### src/rtl/rf_wb_arbiter.sv
// Write-back arbiter: two one-entry holding buffers (ALU, load) share the register-file write port.
// Optional feature: define RF_WB_R0_ZERO_EN to drop writes to register 0.
module rf_wb_arbiter #(
  parameter int DW = 16,
  parameter int AW = 4
) (
  input  logic                 clk,
  input  logic                 rst,
  input  logic                 a_valid,
  output logic                 a_ready,
  input  logic [AW-1:0]        a_rd,
  input  logic [DW-1:0]        a_data,
  input  logic                 m_valid,
  output logic                 m_ready,
  input  logic [AW-1:0]        m_rd,
  input  logic [DW-1:0]        m_data,
  output logic [AW-1:0]        Rd,
  output logic [DW-1:0]        RW,
  output logic                 wr,
  output logic [(1<<AW)-1:0]   wb_pending
);

  logic          full_a, full_m;
  logic [AW-1:0] rd_a, rd_m;
  logic [DW-1:0] data_a, data_m;
  logic          rr;   // round-robin pointer: 0 = A next, 1 = M next
  logic          age;  // 0 = A older, 1 = M older (meaningful when both full)
  logic          grant_a, grant_m;
  logic          accept_a, accept_m;
  logic          store_a, store_m;

  // Arbitration looks only at buffer contents; same-rd pairs retire oldest first.
  always_comb begin
    grant_a = 1'b0;
    grant_m = 1'b0;
    if (full_a && full_m) begin
      if (rd_a == rd_m) begin
        grant_a = !age;
        grant_m = age;
      end else begin
        grant_a = !rr;
        grant_m = rr;
      end
    end else begin
      grant_a = full_a;
      grant_m = full_m;
    end
  end

  assign a_ready  = !rst && (!full_a || grant_a);
  assign m_ready  = !rst && (!full_m || grant_m);
  assign accept_a = a_valid && a_ready;
  assign accept_m = m_valid && m_ready;

`ifdef RF_WB_R0_ZERO_EN
  // Register 0 is hard-wired: the handshake completes but nothing is buffered.
  assign store_a = accept_a && (a_rd != '0);
  assign store_m = accept_m && (m_rd != '0);
`else
  assign store_a = accept_a;
  assign store_m = accept_m;
`endif

  always_ff @(posedge clk) begin
    if (rst) begin
      full_a <= 1'b0;
      full_m <= 1'b0;
      rd_a   <= '0;
      rd_m   <= '0;
      data_a <= '0;
      data_m <= '0;
      rr     <= 1'b0;
      age    <= 1'b0;
      wr     <= 1'b0;
      Rd     <= '0;
      RW     <= '0;
    end else begin
      if (store_a) begin
        full_a <= 1'b1;
        rd_a   <= a_rd;
        data_a <= a_data;
      end else if (grant_a) begin
        full_a <= 1'b0;
      end
      if (store_m) begin
        full_m <= 1'b1;
        rd_m   <= m_rd;
        data_m <= m_data;
      end else if (grant_m) begin
        full_m <= 1'b0;
      end
      if (full_a && full_m && (rd_a != rd_m))
        rr <= grant_a;
      // The side loaded alone becomes the younger one.
      if (store_a && store_m)
        age <= 1'b0;
      else if (store_a)
        age <= 1'b1;
      else if (store_m)
        age <= 1'b0;
      wr <= grant_a || grant_m;
      if (grant_a) begin
        Rd <= rd_a;
        RW <= data_a;
      end else if (grant_m) begin
        Rd <= rd_m;
        RW <= data_m;
      end
    end
  end

  for (genvar gi = 0; gi < (1 << AW); gi++) begin : g_pending
    assign wb_pending[gi] = (full_a && (rd_a == AW'(gi))) ||
                            (full_m && (rd_m == AW'(gi))) ||
                            (wr     && (Rd   == AW'(gi)));
  end

endmodule
### config.mk
export PLATFORM = sky130hd
export DESIGN_NAME = rf_wb_arbiter
export DESIGN_NICKNAME = d
export VERILOG_FILES = /design/src/rtl/rf_wb_arbiter.sv
export SDC_FILE = /design/constraint.sdc
export NUM_CORES = 1
export LEC_CHECK = 0
export ABC_CLOCK_PERIOD_IN_PS = 1600
export BUFFER_PORTS_ARGS = -buffer_cell sky130_fd_sc_hd__buf_2
export CAP_MARGIN = 40
export CORE_UTILIZATION = 40
export CTS_CLUSTER_SIZE = 40
export DETAILED_ROUTE_END_ITERATION = 8
export REMOVE_ABC_BUFFERS = 1
export SYNTH_ARGS = -nofsm -noshare
export SYNTH_HDL_FRONTEND = slang
export SYNTH_SLANG_ARGS = --single-unit
### constraint.sdc
create_clock -name clk -period 1.6 [get_ports clk]
set_input_delay 0.4 -clock clk [delete_from_list [all_inputs] [get_ports clk]]
set_output_delay 0.4 -clock clk [all_outputs]
set_load 0.005 [all_outputs]
==> flow_summary.yaml, run 1 <==
yosys:
  synth_cell_type_count: 41
  synthCells: 476
  ys.flop_type: "dfxtp_1"
  synth_common_cells: "nand2_1, dfxtp_1, mux2i_1"
  yosysMostFrequentCell: "nand2_1"
  synth_edf_count: 0
  ys_async_sr_fraction_pct: 0
  yosys_warnings: 0
  ys_ff_latch: 65
  synth_top_area_share_pct: 33.3
  yosys-top-cells-area: "dfxtp_1, mux2i_1, nand2_1"
  ys_seq_area_share_pct: 33.3
  synth.largest_area_cell: "dfxtp_1"
  synth_area_per_cell_um2: 8.20
  netlist_area_mm2: 0.00390
power:
  p_per_area_mw_per_mm2: 786
  leakage_nw: 2.55
  peakVddDrop_mv: 0.455
worst_setup_path:
  worstPathRequired_ns: 1.20
  path_buf_inv: 1
  slowest_delay_ns: 0.36
  worstSetupPathType: "reg -> out"
  critPathMaxFanout: 2
  crit_family: "simple AND/OR/NAND/NOR gates"
  crit_path_end_kind: "output port"
  worst_setup_path_start_kind: "flop"
  cp_slowest_cell: "or3_4"
  cp_data_arrival_time_ns: 1.66
  cp_cell_sequence: "xnor2_2 > nand4_2 > or3_4 > and3_4 > buf_6"
detailed_routing:
  viasPerCell: 5.50
  vias: 4078
  totalWireLength_um: 13000
  final_antenna_net_count: 0
  avgRoutedWirePerCell_um: 17.5
  post-route-drc-count: 0
  drt_iter0_drc: 202
  drtPass1Iterations: 5
clocking:
  clkSinkCount: 65
  cts_root_buf: "clkbuf_8"
  cts_max_path_buffers: 2
  cts_tree: "yes"
  clk_latency_ns: 0.34
  htreeDepth: 3
  numCtsBuffers: 9
  path_clk_slew_ns: 0.07
placed_design:
  io_buffers: 82
  dp_cells: 696
  hpwl_um: 7950
  gp_congestion: 0.889
global_route:
  grt_pass1_vias: 3897
  grtUsageMet2_pct: 42.8
  antenna_found_initial: 0
  grtUsageMet3_pct: 3.33
  met1_usage_pct: 31.6
  grt_pass1_wl_um: 19600
  grt-ovfl-total: 0
  grt_usage_pct: 24.8
  grt_max_degree: 57
  grt-busiest-layer: "met2"
sta:
  min_period_over_period_pct: 129
  skew_ns: 0.00499
  timing.final.ws_setup_ns: -0.463
  hold_viol: 0
  worst_pin_slew_ns: 0.351
  slew_viol_final: 0
  holdWs_ns: 0.294
  period_needed_ns: 2.06
  max_freq_mhz: 485
  setup_viol: 69
  rsz0062_at_grt: "yes"
  maxSlewHeadroom_pct: 76.6
layout:
  insertedDiodeCount: 0
  instances_no_fill: 742
  drive_above_1_share_pct: 43.4
  synthToLayoutAreaGrowth_pct: 48.9
  nets: 653
outcome:
  status: "complete, but fails checks"
  violations: "setup timing"
die:
  rows: 35
  core_mm2: 0.00933
  io-pin-count: 83
  initial_utilization_pct: 41.9
  die_height_um: 101
  dieArea_mm2: 0.0102
  dieWidth_um: 101
job:
  drv_cap: 0
min_path:
  hp-class: "in -> reg"
==> registers in the layout, summed over array words and instances, names as in the netlist <==
register	cells
full_m	1
rr	1
age	1
rd_m	4
rd_a	4
data_a	16
data_m	16
full_a	1
RW	16
Rd	4
wr	1
==> power breakdown <==
part | internal, mW | leakage [nW] | switching, mW | total, mW
clock | 0.911 | 0.106 | 0.625 | 1.54
combinational | 0.602 | 1.90 | 0.577 | 1.18
sequential | 1.73 | 0.539 | 0.121 | 1.85
total | 3.24 | 2.55 | 1.32 | 4.57
==> worst paths after layout <==
| check | from | endpoint | slack (ns) | depth (start not counted) |
|---|---|---|---|---|
| max | rd_m[1] | m_ready | -0.46 | 5 |
| min | a_valid | full_a | 0.29 | 3 |
| max reg2reg | rd_m[1] | data_m[15] | -0.19 | 6 |
| min reg2reg | data_m[1] | data_m[1] | 0.49 | 2 |
==> placed cells by master, fill, tap and decap left out, types with 2 or more instances in the layout <==
cell type,n
a21oi_2,15
and3b_2,2
clkbuf_8,10
dfxtp_4,3
dfxtp_2,7
mux2i_4,2
dfxtp_1,55
nor2b_4,6
a22oi_2,9
inv_1,4
xnor2_2,3
mux2_4,11
mux2_1,8
clkbuf_16,3
buf_2,81
nand3b_1,2
buf_6,32
nor3b_4,2
mux2i_1,55
buf_12,7
nand2_1,105
a222oi_1,2
and3_4,3
buf_8,3
buf_4,35
nand2b_1,2
nand3_2,5
a32oi_1,4
bufinv_16,2
a211oi_1,2
clkbuf_1,2
and2_1,2
a22oi_1,35
nor2_1,24
nor2_2,4
nand3_1,6
nor2_4,2
a21oi_1,25
==> metrics by stage <==
stage                     power [mW]  area (µm²)  utilization, %  setup TNS [ns]  worst slack, ns
after floorplan                 2.34        3710               -          -54.53           -0.918
after global placement          2.73        4730            50.7           -3.52           -0.226
after detailed placement        2.75        4730            50.7           -4.72           -0.270
after CTS                       4.45        5460            58.5           -9.58           -0.471
after global routing            4.77        5810            62.3          -15.92           -0.511
final                           4.57        5810            62.3          -11.57           -0.463
==> per-layer routing <==
metal,up-vias,wire (µm)
met5,-,0
met4,0,212
met3,20,770
met2,187,6280
met1,1912,5720
li1,1959,-
==> logic make-up (layout without fill, tap and decap cells) <==
logic type / count (synthesis) / after routing / share of synthesized area (%)
flops: 65 / 65 / 33.3
buf+inv: 46 / 183 / 5.48
simple gates: 177 / 177 / 19.9
mux: 77 / 77 / 20.4
compound gates: 107 / 107 / 19.0
xor+xnor: 4 / 4 / 1.95
==> worst min-delay path, stage by stage <==
cell	delay, ns
buf_2	0.09
a211oi_1	0.04
nor2_1	0.07
==> what timing repair did <==
| action | 4_1_cts | 5_1_grt |
|---|---|---|
| buffers inserted | 19 | 10 |
| hold buffers | 0 | 0 |
| cloned | 4 | 4 |
| resized for setup | 76 | 70 |
| setup endpoints to repair | 67 | 79 |
| pin swaps | 23 | 17 |
==> layout make-up <==
cell class	instances	area (µm²)
Sequential cell	65	1320
Fill cell	789	3510
Clock inverter	3	65.1
Tap cell	129	161
Timing Repair Buffer	163	1350
Inverter	5	18.8
Multi-Input combinational cell	365	2750
Clock buffer	12	145
Power figures use the tool's default switching activity.
==> run 2: changes to the inputs <==
--- a/config.mk
+++ b/config.mk
@@ -8,9 +8,11 @@
 export ABC_CLOCK_PERIOD_IN_PS = 1600
 export BUFFER_PORTS_ARGS = -buffer_cell sky130_fd_sc_hd__buf_2
 export CAP_MARGIN = 40
-export CORE_UTILIZATION = 40
+export CORE_UTILIZATION = 50
 export CTS_CLUSTER_SIZE = 40
 export DETAILED_ROUTE_END_ITERATION = 8
+export GPL_TIMING_DRIVEN = 0
+export PLACE_DENSITY = 0.77
 export REMOVE_ABC_BUFFERS = 1
 export SYNTH_ARGS = -nofsm -noshare
 export SYNTH_HDL_FRONTEND = slang
==> run 2 against run 1 <==
Against the previous run: the flow still finishes with violations (setup timing); sequential power barely moved; wire length rose by 10%; utilization rose by 15 points; non-clock buffer count fell by 10; critical path depth did not move; final area fell by 1.2%; critical path type unchanged; worst hold slack improved by 0.0031 ns; largest power group unchanged; power rose by 1.0%.
==> flow_summary.yaml, run 2 (synthesis results as in run 1) <==
placed_design:
  gp_congestion: 0.917
  dp_cells: 623
  io_buffers: 82
  hpwl_um: 6710
sta:
  hold_viol: 0
  setup_viol: 79
  rsz0062_at_grt: "yes"
  skew_ns: 0.0136
  timing.final.ws_setup_ns: -0.579
  slew_viol_final: 0
  maxSlewHeadroom_pct: 54.6
  worst_pin_slew_ns: 0.680
  max_freq_mhz: 459
  min_period_over_period_pct: 136
  period_needed_ns: 2.18
die:
  io-pin-count: 83
  rows: 31
  dieWidth_um: 90.4
  initial_utilization_pct: 52.7
  dieArea_mm2: 0.00817
  core_mm2: 0.00741
  die_height_um: 90.4
detailed_routing:
  post-route-drc-count: 0
  drt_iter0_drc: 364
  totalWireLength_um: 14300
  viasPerCell: 6.22
  final_antenna_net_count: 0
  vias: 4387
  avgRoutedWirePerCell_um: 20.3
  drtPass1Iterations: 7
layout:
  synthToLayoutAreaGrowth_pct: 47.1
  instances_no_fill: 705
  drive_above_1_share_pct: 42.7
  layout_common_cells: "nand2_1, buf_2, mux2i_1"
  insertedDiodeCount: 0
  nets: 645
  reg_top3: "RW: 16 flops, data_a: 16 flops, data_m: 16 flops"
  final_common_cell: "nand2_1"
clocking:
  path_clk_slew_ns: 0.08
  numCtsBuffers: 9
  clkSinkCount: 65
  cts_max_path_buffers: 2
  ctsHoldBuffers: 0
  cts_root_buf: "clkbuf_8"
  clk_latency_ns: 0.34
  htreeDepth: 3
  cts_tree: "yes"
worst_setup_path:
  reg2reg_depth: 8
  crit_path_end_kind: "output port"
  r2r-end: "rd_m[0]"
  worst_setup_path_start_kind: "flop"
  worstSetupPathType: "reg -> out"
  startpoint: "rd_m[3]"
  r2r_slack_ns: -0.44
  reg2reg_from: "rd_m[3]"
  cp_data_arrival_time_ns: 1.78
  critPathMaxFanout: 3
  worstPathRequired_ns: 1.20
global_route:
  grt_max_degree: 57
  grt_pass1_wl_um: 20500
  grt_usage_pct: 31.3
  antenna_found_initial: 0
  grt-ovfl-total: 0
  grt_pass1_vias: 4105
min_path:
  hold_path_startpoint: "a_rd[0]"
  hp-class: "in -> reg"
  worstHoldEndpoint: "rd_a[0]"
  hold_depth: 3
outcome:
  status: "complete, but fails checks"
  violations: "setup timing"
power:
  power.total_mw: 4.61
  leakage_nw: 2.53
  p_per_area_mw_per_mm2: 803
  peakVddDrop_mv: 0.565
job:
  drv_cap: 0
run 2: cell count changes in the layout (fill, tap and decap cells not counted), sizes merged:
| cell | before | now |
|---|---|---|
| buf | 159 | 153 |
| clkbuf | 15 | 12 |
| nand4 | 1 | 3 |
| bufbuf | 1 | 0 |
| bufinv | 2 | 1 |
| clkinv | 1 | 2 |
| clkinvlp | 0 | 1 |
run 2: layer usage:
metal / vias up / global-route usage (%) / part of all wire (%)
met5: - / 0 / 0
met4: 0 / 15.3 / 4.9
met3: 71 / 5.47 / 8.9
met2: 311 / 53.6 / 48
met1: 2059 / 37.8 / 38
li1: 1946 / - / -
run 2: final cells by class:
cell class,instances,area [µm²]
tap,99,124
clock buffer,12,155
sequential,65,1340
inverter,5,18.8
fill,470,1660
timing repair buffer,153,1230
multi-input combinational,367,2830
clock inverter,4,51.3
run 2: how the worst max path moves through the flow:
stage / depth (start not counted) / end
floorplan: 4 / Rd[3]
detailed placement: 5 / data_m[5]
global route: 5 / m_ready
finish: 5 / m_ready
CTS: 5 / m_ready
global placement: 4 / RW[8]
run 2: worst max-delay path, cell delays in order (launching register included):
cell     delay (ns)
dfxtp_4        0.37
xnor2_4        0.28
nand4_4        0.14
or3_4          0.36
and3_4         0.18
buf_6          0.11
run 2: report_power, final:
group | switching [mW] | internal [mW]
Sequential | 0.141 | 1.73
Clock | 0.658 | 0.806
Combinational | 0.654 | 0.630
Total | 1.45 | 3.16
run 2: stage by stage:
| stage | setup WS, ns | utilization [%] | TNS, ns | hold WS, ns | area (µm²) |
|---|---|---|---|---|---|
| after floorplan | -0.918 | - | -54.53 | 0.461 | 3710 |
| after global placement | -1.86 | 57.3 | -110.96 | 0.471 | 4240 |
| after detailed placement | -1.30 | 58.8 | -57.87 | 0.480 | 4360 |
| after CTS | -0.541 | 71.7 | -10.14 | 0.275 | 5310 |
| after global routing | -0.642 | 77.6 | -24.04 | 0.291 | 5750 |
| final | -0.579 | 77.6 | -20.58 | 0.297 | 5750 |
run 2: timing repair:
item | 4_1_cts | 5_1_grt
setup endpoints to repair | 81 | 77
gates resized for setup | 77 | 71
gates cloned | 3 | 0
pin swaps | 25 | 36
hold endpoints to repair | 0 | 0
buffers inserted | 46 | 24
==> run 3: changes to the inputs <==
--- a/config.mk
+++ b/config.mk
@@ -8,6 +8,7 @@
 export ABC_CLOCK_PERIOD_IN_PS = 1600
 export BUFFER_PORTS_ARGS = -buffer_cell sky130_fd_sc_hd__buf_2
 export CAP_MARGIN = 40
+export CORE_MARGIN = 8
 export CORE_UTILIZATION = 50
 export CTS_CLUSTER_SIZE = 40
 export DETAILED_ROUTE_END_ITERATION = 8
==> run 3 against run 2 <==
Against the previous run: the run still ends with setup timing left; sequential share of layout area rose by 0.69 points; sequential cell count unchanged; non-clock buffer count down 5; clock power shrank 13%; worst hold slack better by 0.0032 ns; global-route usage decreased by 6.8 points; wire length up 3.0%; register-to-register slack better by 0.04 ns; utilization fell by 4.5 points; via count down 0.62%; combinational power about the same; power fell by 4.8%; critical path type unchanged.
==> flow_summary.yaml, run 3 (synthesis results as in run 1) <==
detailed_routing:
  post-route-drc-count: 0
  totalWireLength_um: 14700
  drtPass1Iterations: 5
  vias: 4360
  maxUsedRoutingLayer: "met4"
  avgRoutedWirePerCell_um: 21.0
  final_antenna_net_count: 0
  drt_iter0_drc: 374
  wl_met3_um: 1280
  met2WireLength_um: 6910
  wirelength_met1_um: 5930
  viasPerCell: 6.22
layout:
  fin_util_pct: 73.1
  final_common_cell: "nand2_1"
  nets: 640
  synthToLayoutAreaGrowth_pct: 43.2
  nFillCells: 515
  layout_common_cells: "nand2_1, buf_2, mux2i_1"
  insertedDiodeCount: 0
  reg_top3: "RW: 16 flops, data_a: 16 flops, data_m: 16 flops"
  drive_above_1_share_pct: 41.9
  fin_area_mm2: 0.00559
power:
  peakVddDrop_mv: 0.510
  seqPwrFrac_pct: 42.5
  switching_share_pct: 32.2
  leakage_nw: 2.48
  combinationalPowerShare_pct: 28.6
  power.total_mw: 4.39
  intPower_mw: 2.98
  power.share.clock_pct: 28.9
  p_switching_mw: 1.41
  p_per_area_mw_per_mm2: 785
min_path:
  hp-class: "in -> reg"
clocking:
  path_clk_slew_ns: 0.08
  htreeDepth: 3
  cts_root_buf: "clkbuf_8"
  ctsHoldBuffers: 0
  clkSinkCount: 65
  numCtsBuffers: 9
  cts_tree: "yes"
  cts_max_path_buffers: 2
  clk_latency_ns: 0.34
sta:
  worst_pin_slew_ns: 0.620
  maxSlewHeadroom_pct: 58.7
  skew_ns: 0.0141
  min_period_over_period_pct: 137
  timing.final.ws_setup_ns: -0.584
  holdWs_ns: 0.300
  max_freq_mhz: 458
  rsz0062_at_grt: "yes"
  slew_viol_final: 0
  hold_viol: 0
  setup_viol: 80
  period_needed_ns: 2.18
global_route:
  grt_max_degree: 55
  grt-ovfl-total: 0
  grt_pass1_wl_um: 21900
  grt_usage_pct: 24.5
  grt_pass1_vias: 4212
  antenna_found_initial: 0
die:
  die_height_um: 104
  dieWidth_um: 104
  rows: 32
  initial_utilization_pct: 51.1
  core_mm2: 0.00765
  dieArea_mm2: 0.0109
  io-pin-count: 83
worst_setup_path:
  critPathMaxFanout: 6
  crit_path_end_kind: "output port"
  cp_data_arrival_time_ns: 1.78
  worstPathRequired_ns: 1.20
  worstSetupPathType: "reg -> out"
  worst_setup_path_start_kind: "flop"
placed_design:
  gp_congestion: 0.893
  hpwl_um: 7150
  io_buffers: 82
  place_area_mm2: 0.00438
  dp_slack_ns: -1.30
outcome:
  status: "complete, but fails checks"
  violations: "setup timing"
job:
  drv_cap: 0
[run 3: cell count changes in the layout (fill, tap and decap cells not counted), moves of 3 or more]
| cell | before | now |
|---|---|---|
| a21oi_2 | 9 | 6 |
| a21oi_1 | 32 | 35 |
| buf_12 | 8 | 5 |
| buf_6 | 24 | 18 |
| mux2_4 | 12 | 15 |
| mux2_1 | 6 | 3 |
[run 3: cell type report]
class,instances,area [µm²],area share [%]
clock buffers,14,163,2.91
inverters,5,18.8,0.336
multi-input cells,367,2790,49.9
flip-flops and latches,65,1340,24.0
well taps,102,128,2.28
repair buffers,148,1150,20.5
[run 3: final timing paths]
check | start | slack [ns] | cells past startpoint | to
setup / recovery | rd_m[3] | -0.58 | 5 | m_ready
hold / removal | a_data[9] | 0.30 | 3 | data_a[9]
setup reg to reg | rd_m[3] | -0.40 | 8 | data_m[8]
hold reg to reg | data_m[3] | 0.50 | 2 | data_m[3]
[run 3: critical path, cell delays in order, from the launching register on]
cell and delay [ns]:
dfxtp_4 0.40, xnor2_4 0.26, buf_4 0.17, a41o_2 0.30, and3_4 0.21, buf_6 0.09
[run 3: per-layer routing]
metal | vias up | track usage, %
met3 | 64 | 6.69
met4 | 0 | 14.3
met5 | - | 0
met1 | 2083 | 28.2
li1 | 1938 | -
met2 | 275 | 39.8
[run 3: repair_timing]
item | CTS | global route
buffers inserted | 43 | 19
pin swaps | 18 | 28
resized for setup | 86 | 59
endpoints found under the hold margin | 0 | 0
gates cloned | 4 | 0
endpoints found under the setup margin | 81 | 81
[run 3: power by group through the flow]
stage | clock network, mW | registers, mW | logic [mW]
2_1_floorplan | 0 | 1.89 | 0.448
3_3_place_gp | 0 | 1.92 | 0.652
3_5_place_dp | 0 | 1.93 | 0.715
4_1_cts | 1.22 | 1.85 | 1.07
5_1_grt | 1.34 | 1.88 | 1.32
6_report | 1.27 | 1.87 | 1.26
[run 3: through the flow]
step / std cells / setup TNS [ns]
5_1_grt: 701 / -26.13
2_1_floorplan: 435 / -54.53
6_report: 701 / -23.33
4_1_cts: 687 / -13.79
3_5_place_dp: 626 / -58.47
3_3_place_gp: 619 / -113.08
